<file path="config.mk">
export PLATFORM = sky130hd
export DESIGN_NAME = spi_tx_engine_flat
export DESIGN_NICKNAME = d
export VERILOG_FILES = /design/src/rtl/spi_tx_engine_if.sv /design/src/rtl/spi_tx_engine.sv /design/src/flat_wrapper.sv
export SDC_FILE = /design/constraint.sdc
export NUM_CORES = 1
export LEC_CHECK = 0
export ABC_AREA = 1
export ABC_CLOCK_PERIOD_IN_PS = 1610
export CAP_MARGIN = 0
export CORE_UTILIZATION = 49
export DETAILED_ROUTE_END_ITERATION = 8
export PLACE_DENSITY = 0.79
export SYNTH_ARGS = -nofsm -noshare
export SYNTH_HDL_FRONTEND = slang
export SYNTH_SLANG_ARGS = --single-unit
</file>
<file path="constraint.sdc">
create_clock -name PCLK -period 1.61 [get_ports PCLK]
set_clock_uncertainty 0.15 [all_clocks]
set_input_delay 0.322 -clock PCLK [delete_from_list [all_inputs] [get_ports PCLK]]
set_output_delay 0.322 -clock PCLK [all_outputs]
set_load 0.1 [all_outputs]
</file>
<file path="src/rtl/spi_tx_engine_if.sv">
// Signal bundle between the SPI shift engine and its register/pad environment.
// master = the engine itself; slave = register block, slave device and pads.
interface spi_tx_engine_if #(
  parameter int DWIDTH = 8
);
  logic [DWIDTH-1:0] tx_data;
  logic              start;
  logic              MISO;
  logic              SCLK;
  logic              MOSI;
  logic              CS_n;
  logic              busy;
  logic              done;
  logic [DWIDTH-1:0] rx_data;

  modport master (
    input  tx_data, start, MISO,
    output SCLK, MOSI, CS_n, busy, done, rx_data
  );

  modport slave (
    output tx_data, start, MISO,
    input  SCLK, MOSI, CS_n, busy, done, rx_data
  );
endinterface

</file>
<file path="src/rtl/spi_tx_engine.sv">
// SPI mode-0 master: shifts tx_data out MSB-first, captures MISO; done pulses (2*DWIDTH+2)*CLK_DIV cycles after start.
// No backpressure: start is only taken in IDLE and ignored while busy; all outputs registered.
module spi_tx_engine #(
  parameter int DWIDTH  = 8,
  parameter int CLK_DIV = 4
) (
  input  logic            PCLK,
  input  logic            PRESETn,
  spi_tx_engine_if.master bus
);

  localparam logic [1:0] ST_IDLE  = 2'd0;
  localparam logic [1:0] ST_LEAD  = 2'd1;
  localparam logic [1:0] ST_SHIFT = 2'd2;
  localparam logic [1:0] ST_TRAIL = 2'd3;

  localparam int DIVW = $clog2(CLK_DIV) + 1;
  localparam int BITW = $clog2(DWIDTH) + 1;

  localparam logic [DIVW-1:0] DIV_LAST   = DIVW'(CLK_DIV - 1);
  // TRAIL covers the last SCLK low half-period plus the CS_n hold time.
  localparam logic [DIVW-1:0] TRAIL_LAST = DIVW'(2 * CLK_DIV - 1);
  localparam logic [BITW-1:0] BIT_LAST   = BITW'(DWIDTH - 1);

  logic [1:0]        state;
  logic [DIVW-1:0]   div_cnt;
  logic [BITW-1:0]   bit_cnt;
  logic [DWIDTH-1:0] tx_sr;
  logic [DWIDTH-1:0] rx_sr;
  logic              half_done;

  assign half_done = (div_cnt == DIV_LAST);

  always_ff @(posedge PCLK) begin
    if (!PRESETn) begin
      state       <= ST_IDLE;
      div_cnt     <= '0;
      bit_cnt     <= '0;
      tx_sr       <= '0;
      rx_sr       <= '0;
      bus.SCLK    <= 1'b0;
      bus.MOSI    <= 1'b0;
      bus.CS_n    <= 1'b1;
      bus.busy    <= 1'b0;
      bus.done    <= 1'b0;
      bus.rx_data <= '0;
    end else begin
      bus.done <= 1'b0;
      case (state)
        ST_IDLE: begin
          if (bus.start) begin
            tx_sr    <= bus.tx_data;
            bus.MOSI <= bus.tx_data[DWIDTH-1];
            bus.CS_n <= 1'b0;
            bus.busy <= 1'b1;
            div_cnt  <= '0;
            bit_cnt  <= '0;
            state    <= ST_LEAD;
          end
        end
        ST_LEAD: begin
          // The end of the setup interval is also the first SCLK rise.
          if (half_done) begin
            div_cnt  <= '0;
            bus.SCLK <= 1'b1;
            rx_sr    <= {rx_sr[DWIDTH-2:0], bus.MISO};
            state    <= ST_SHIFT;
          end else begin
            div_cnt <= div_cnt + 1'b1;
          end
        end
        ST_SHIFT: begin
          if (half_done) begin
            div_cnt <= '0;
            if (!bus.SCLK) begin
              bus.SCLK <= 1'b1;
              rx_sr    <= {rx_sr[DWIDTH-2:0], bus.MISO};
            end else begin
              bus.SCLK <= 1'b0;
              bit_cnt  <= bit_cnt + 1'b1;
              if (bit_cnt == BIT_LAST) begin
                state <= ST_TRAIL;
              end else begin
                tx_sr    <= tx_sr << 1;
                bus.MOSI <= tx_sr[DWIDTH-2];
              end
            end
          end else begin
            div_cnt <= div_cnt + 1'b1;
          end
        end
        ST_TRAIL: begin
          if (div_cnt == TRAIL_LAST) begin
            bus.CS_n    <= 1'b1;
            bus.busy    <= 1'b0;
            bus.done    <= 1'b1;
            bus.rx_data <= rx_sr;
            bus.MOSI    <= 1'b0;
            state       <= ST_IDLE;
          end else begin
            div_cnt <= div_cnt + 1'b1;
          end
        end
        default: state <= ST_IDLE;
      endcase
    end
  end

endmodule
</file>
<file path="src/flat_wrapper.sv">
// flat-port wrapper written by rule: the top's interface ports become plain ports
module spi_tx_engine_flat 
#(
  parameter int DWIDTH  = 8,
  parameter int CLK_DIV = 4
)
  (PCLK, PRESETn, bus_tx_data, bus_start, bus_MISO, bus_SCLK, bus_MOSI, bus_CS_n, bus_busy, bus_done, bus_rx_data);
  spi_tx_engine_if #(.DWIDTH(DWIDTH)) bus_i ();
  input  logic PCLK;
  input  logic PRESETn;
  input wire logic [$bits(bus_i.tx_data)-1:0] bus_tx_data;
  input wire logic [$bits(bus_i.start)-1:0] bus_start;
  input wire logic [$bits(bus_i.MISO)-1:0] bus_MISO;
  output wire logic [$bits(bus_i.SCLK)-1:0] bus_SCLK;
  output wire logic [$bits(bus_i.MOSI)-1:0] bus_MOSI;
  output wire logic [$bits(bus_i.CS_n)-1:0] bus_CS_n;
  output wire logic [$bits(bus_i.busy)-1:0] bus_busy;
  output wire logic [$bits(bus_i.done)-1:0] bus_done;
  output wire logic [$bits(bus_i.rx_data)-1:0] bus_rx_data;
  assign bus_i.tx_data = bus_tx_data;
  assign bus_i.start = bus_start;
  assign bus_i.MISO = bus_MISO;
  assign bus_SCLK = bus_i.SCLK;
  assign bus_MOSI = bus_i.MOSI;
  assign bus_CS_n = bus_i.CS_n;
  assign bus_busy = bus_i.busy;
  assign bus_done = bus_i.done;
  assign bus_rx_data = bus_i.rx_data;
  spi_tx_engine #(.DWIDTH(DWIDTH), .CLK_DIV(CLK_DIV)) u_core (.PCLK(PCLK), .PRESETn(PRESETn), .bus(bus_i));
endmodule
</file>
After elaboration in Yosys (flattened, before gate mapping)
Cells that the tools add are included.
Widths: inputs -> output; s select.
{ "classes": {"addsub": 2, "mux": 40, "n_eq_ne": 15, "reduce_logical": 16} }
{ "op_table": {"columns": ["operator", "n"], "rows": [
  ["$mux 7", 4],
  ["$mux 8", 3],
  ["$pmux 8 s2", 1],
  ["$pmux 7 s2", 1],
  ["$mux 1", 12],
  ["$mux 2", 6],
  ["$mux 4", 3],
  ["$reduce_and 6->1", 2],
  ["$ne 2x1->1 const B", 5],
  ["$mux 3", 3],
  ["$pmux 3 s3", 1],
  ["$ne 2x2->1 const B", 4],
  ["$pmux 2 s4", 1],
  ["$pmux 4 s2", 1],
  ["$reduce_and 4->1", 2],
  ["$pmux 1 s2", 3],
  ["$reduce_and 2->1", 3],
  ["$reduce_and 3->1", 2],
  ["$reduce_bool 2->1", 3],
  ["$reduce_and 5->1", 1],
  ["$add 4x1->4 const B", 1],
  ["$eq 2x2->1 const B", 2],
  ["$eq 4x3->1 const B", 1],
  ["$add 3x1->3 const B", 1],
  ["other kinds (7)", 7]
]} }
{ "totals": {"output_inout_bits": 13, "elab_cells": 84, "ff_bits": 37} }

Logic depth before layout (Yosys ltp)
Gate-level depths: netlist of run 1.
{ "depth": {"depth_word": 5, "depth_mapped": 10, "depth_no_buf": 10} }

Least setup slack after synthesis of run 1
OpenSTA, ideal clock, no wires.
{ "synth_path": {"kind": "flip-flop to flip-flop", "from": "register u_core.bus.SCLK", "to": "register u_core.tx_sr[4]", "stages_incl_launch_ff": 9, "path_slack_ns": -0.386, "t_arrival_ns": 1.731, "t_required_ns": 1.345, "setup_ns": 0.115, "period_less_slack_ns": 1.996, "path_cell_list": "dfxtp_1 inv_1 nand2_2 nand2_2 nor2_4 buf_6 nand3_1 nand2_1 nor2_1"} }
{ "synth_between": {"elab_chain_cells": 2} }
{ "synth_lines": {"columns": ["element", "line", "source"], "rows": [
  ["start: declaration", "spi_tx_engine_if.sv:18", "output SCLK, MOSI, CS_n, busy, done, rx_data"],
  ["start signal: assignment", "spi_tx_engine.sv:41", "bus.SCLK <= 1'b0;"],
  ["start signal: assignment", "spi_tx_engine.sv:65", "bus.SCLK <= 1'b1;"],
  ["start signal: assignment", "spi_tx_engine.sv:76", "bus.SCLK <= 1'b1;"],
  ["$ne 2x1->1 (no source line)", null, null],
  ["$reduce_and 5->1 (no source line)", null, null],
  ["end signal: assignment", "spi_tx_engine.sv:52", "tx_sr <= bus.tx_data;"],
  ["end signal: assignment", "spi_tx_engine.sv:84", "tx_sr <= tx_sr << 1;"],
  ["end: declaration", "spi_tx_engine.sv:28", "logic [DWIDTH-1:0] tx_sr;"]
]} }
No other way between the ends.
A chain may end at the register's enable or synchronous reset.

Worst setup path in the final report of run 1
{ "layout_path": {"from": "register u_core.div_cnt[0]", "to": "register u_core.bus.MOSI"} }
{ "layout_between": {"elab_chain_cells": 3, "word_cells_on_any_way": 5, "classes_between": "eq/ne (4); reduce/logical (1)"} }
{ "layout_lines": {"columns": ["element", "line", "source"], "rows": [
  ["start: declaration", "spi_tx_engine.sv:26", "logic [DIVW-1:0] div_cnt;"],
  ["start signal: assignment", "spi_tx_engine.sv:69", "div_cnt <= div_cnt + 1'b1;"],
  ["start signal: assignment", "spi_tx_engine.sv:89", "div_cnt <= div_cnt + 1'b1;"],
  ["start signal: assignment", "spi_tx_engine.sv:101", "div_cnt <= div_cnt + 1'b1;"],
  ["$eq 3x3->1 / $eq 3x2->1 (equally long branches)", "spi_tx_engine.sv:93, spi_tx_engine.sv:32", null],
  ["$ne 2x1->1 (no source line)", null, null],
  ["$reduce_and 6->1 (no source line) (*)", null, null],
  ["end signal: assignment", "spi_tx_engine.sv:53", "bus.MOSI <= bus.tx_data[DWIDTH-1];"],
  ["end signal: assignment", "spi_tx_engine.sv:85", "bus.MOSI <= tx_sr[DWIDTH-2];"],
  ["end: declaration", "spi_tx_engine_if.sv:18", null]
]} }
Every way passes the cells marked *; elsewhere a longest branch is shown, timed or not.

==> flow_summary.yaml, run 1 <==
power_and_ir_drop:
  p_per_area_nw_per_um2: 2040
  finalPower_mw: 5.74
  power.leakage_nw: 1.17
  vdd_ir_drop_max_v: 0.00114
layout:
  postLayoutCellArea_um2: 2810
  synthToLayoutAreaGrowth_pct: 48.2
  fillers: 227
  layout.nets: 332
  drive_above_1_share_pct: 32.5
  mostFrequentLayoutCell: "nand2_1"
  diodes: 0
  mostFrequentLayoutCells: "nand2_1, dfxtp_1, inv_1, a21oi_1, nor2_1"
sta:
  setup_viol: 5
  holdWs_ns: 0.335
  rsz0062_at_grt: "true"
  setup_ws_ns: -0.0295
  drv_slew: 0
  slew_headroom_pct: 72.5
  hold_viol_final: 0
  tightest_slew_ns: 0.408
  fmax_mhz: 610
  min_period_over_period_pct: 102
  period_needed_ns: 1.64
clock_tree:
  clkTransAtPathRegs_ns: 0.08
  hold_buffers: 0
  cts_tree: "done"
  root_buffer: "clkbuf_8"
  numCtsBuffers: 5
  clockBufferDepth: 2
  cts.sink_count: 37
  clk_latency_ns: 0.30
  htree_levels: 2
global_route:
  grt_pass1_wl_mm: 7.60
  grt_util_all_layers_pct: 23.9
  antenna_found_initial: 0
  grt_pass1_vias: 1713
  grt_max_degree: 22
  grt-ovfl-total: 0
detailed_routing:
  drt-total-wl_mm: 5.09
  drt_first_pass_iters: 4
  drt-wirelength-per-cell_um: 14.3
  ant_nets: 0
  drc_errors: 0
  drt_iter0_markers: 107
  vias_per_cell: 5.35
  num_vias: 1903
critical_path:
  cpMaxStageDelayCell: "dfxtp_2"
  required_ns: 1.64
  critPathCapture: "u_core.bus.MOSI"
  cp_top_family: "simple AND/OR/NAND/NOR gates"
  reg2reg_from: "u_core.div_cnt[0]"
  slowest_delay_ns: 0.36
  r2r-end: "u_core.bus.MOSI"
  arrival_ns: 1.67
  ff2ff_path_depth: 9
  cp_num_cells: 9
  critPathKind: "flop to flop"
  r2r_slack_ns: -0.03
  cp_num_buf_inv: 1
  start_kind: "flop"
  crit_chain: "ha_4 > ha_2 > inv_1 > nand2_1 > nand2_1 > nor2_4 > nand3_1 > nand2_1 > nor2_1"
  critPathMostFrequentCell: "nand2_1"
  crit_start: "u_core.div_cnt[0]"
  end_kind: "flop"
  path_max_fanout: 4
run_status:
  failed_checks: "setup timing"
  run_status: "finished with violations"
floorplanning:
  die_height_um: 64.2
  die_x_um: 64.2
  ios: 25
  rows: 22
  start_util_pct: 51.4
  core_um2: 3690
  die-area_um2: 4120
place:
  dpl.hpwl_mm: 2.81
  dpl-instance-area_um2: 2420
  gp_congestion: 0.858
  place_ws_ns: -0.215
  port_buffers: 24
synthesis:
  syn_area_per_cell_um2: 7.41
  netlist_area_um2: 1900
  post_synth_num_cell_types: 26
  syn-num-nets: 281
  ys_ff_latch: 37
  yosysTopAreaCell: "dfxtp_1"
  ys_seq_area_share_pct: 39.1
  synth_area_leaders: "dfxtp_1, nand2_1, ha_1"
  ys.warnings.count: 0
  syn_inst: 256
  yosysTopAreaCellShare_pct: 39.1
hold_path:
  holdPathStages: 2
  hold_class: "flop to flop"
flow_run:
  maxCapViolCount: 0
-- report_power, final --
group,internal (mW),leakage [nW],switching (mW),total (mW)
Sequential,1.19,0.306,0.230,1.42
Clock,0.347,0.0512,0.362,0.709
Combinational,1.59,0.817,2.02,3.61
-- registers in the layout, summed over array words and instances (netlist names) --
register            cells
u_core.bit_cnt          4
u_core.bus.CS_n         1
u_core.bus.MOSI         1
u_core.bus.SCLK         1
u_core.bus.busy         1
u_core.bus.done         1
u_core.bus.rx_data      8
u_core.div_cnt          3
u_core.rx_sr            8
u_core.state            2
u_core.tx_sr            7
-- how the worst min path moves through the flow --
stage / from / endpoint / slack [ns]
5_1_grt: u_core.tx_sr[1] / u_core.tx_sr[1] / 0.36
3_5_place_dp: u_core.rx_sr[2] / u_core.bus.rx_data[2] / 0.31
4_1_cts: u_core.rx_sr[6] / u_core.rx_sr[6] / 0.32
3_3_place_gp: u_core.rx_sr[7] / u_core.rx_sr[7] / 0.30
6_report: u_core.rx_sr[0] / u_core.bus.rx_data[0] / 0.33
2_1_floorplan: u_core.rx_sr[7] / u_core.rx_sr[7] / 0.29
-- timing repair --
item                                   CTS  global route
endpoints found under the hold margin    0             0
setup endpoints to repair               29            33
buffers inserted                         4             3
resized for setup                       14            44
pin swaps                                4            18
cloned                                   1             2
-- worst register-to-register path, stage by stage, from the launching register on --
cell and delay [ns]:
dfxtp_2 0.36, ha_4 0.17, ha_2 0.23, inv_1 0.05, nand2_1 0.07, nand2_1 0.11, nor2_4 0.14, nand3_1 0.10
nand2_1 0.09, nor2_1 0.05
-- cells by family after synthesis --
group | synth area share, %
and+or+nand+nor | 24.8
AOI/OAI and AO/OA | 17.4
buffers and inverters | 9.23
DFF | 39.1
adders and majority gates | 8.58
xor gates and xnor gates | 0.924
-- metal layers --
layer | GRT usage (%) | routed length (um) | vias up | share of wire [%]
met1 | 29.9 | 2250 | 908 | 44
li1 | - | - | 928 | -
met5 | 0 | 0 | - | 0
met4 | 10.8 | 112 | 0 | 2.2
met2 | 39.6 | 2540 | 56 | 50
met3 | 4.64 | 184 | 11 | 3.6
-- synth_stat cells (all sizes together) --
master / count
a21oi: 29
nand3b: 1
a21boi: 6
xnor2: 2
nand2: 54
nand3: 16
ha: 13
buf: 7
o21ai: 25
dfxtp: 37
nor2: 30
nand4: 3
clkbuf: 1
inv: 32
-- metrics by stage --
| step | util (%) | std cells | setup TNS (ns) |
|---|---|---|---|
| 6_report | 76.2 | 356 | -0.102 |
| 5_1_grt | 76.2 | 356 | -1.34 |
| 3_5_place_dp | 65.7 | 338 | -3.34 |
| 4_1_cts | 70.8 | 351 | -0.0227 |
| 2_1_floorplan | - | 256 | 0 |
| 3_3_place_gp | 65.7 | 338 | -2.56 |
-- area by class of cell --
type                            count  area, um^2  area share (%)
Multi-Input combinational cell    180        1150            40.8
Inverter                           32         129            4.58
Timing Repair Buffer               50         619            22.0
Tap cell                           48        60.1            2.14
Timing Repair inverter              1        7.51           0.267
Clock buffer                        6        82.6            2.94
Clock inverter                      2        13.8           0.490
Sequential cell                    37         753            26.8
Note: power is estimated with default switching activity, not from simulation.
==> run 2, diff against run 1 <==
- HOLD_SLACK_MARGIN: default -> 0.05
==> results of run 2 <==
Final layout, timing and power as in run 1 (identical DEF).
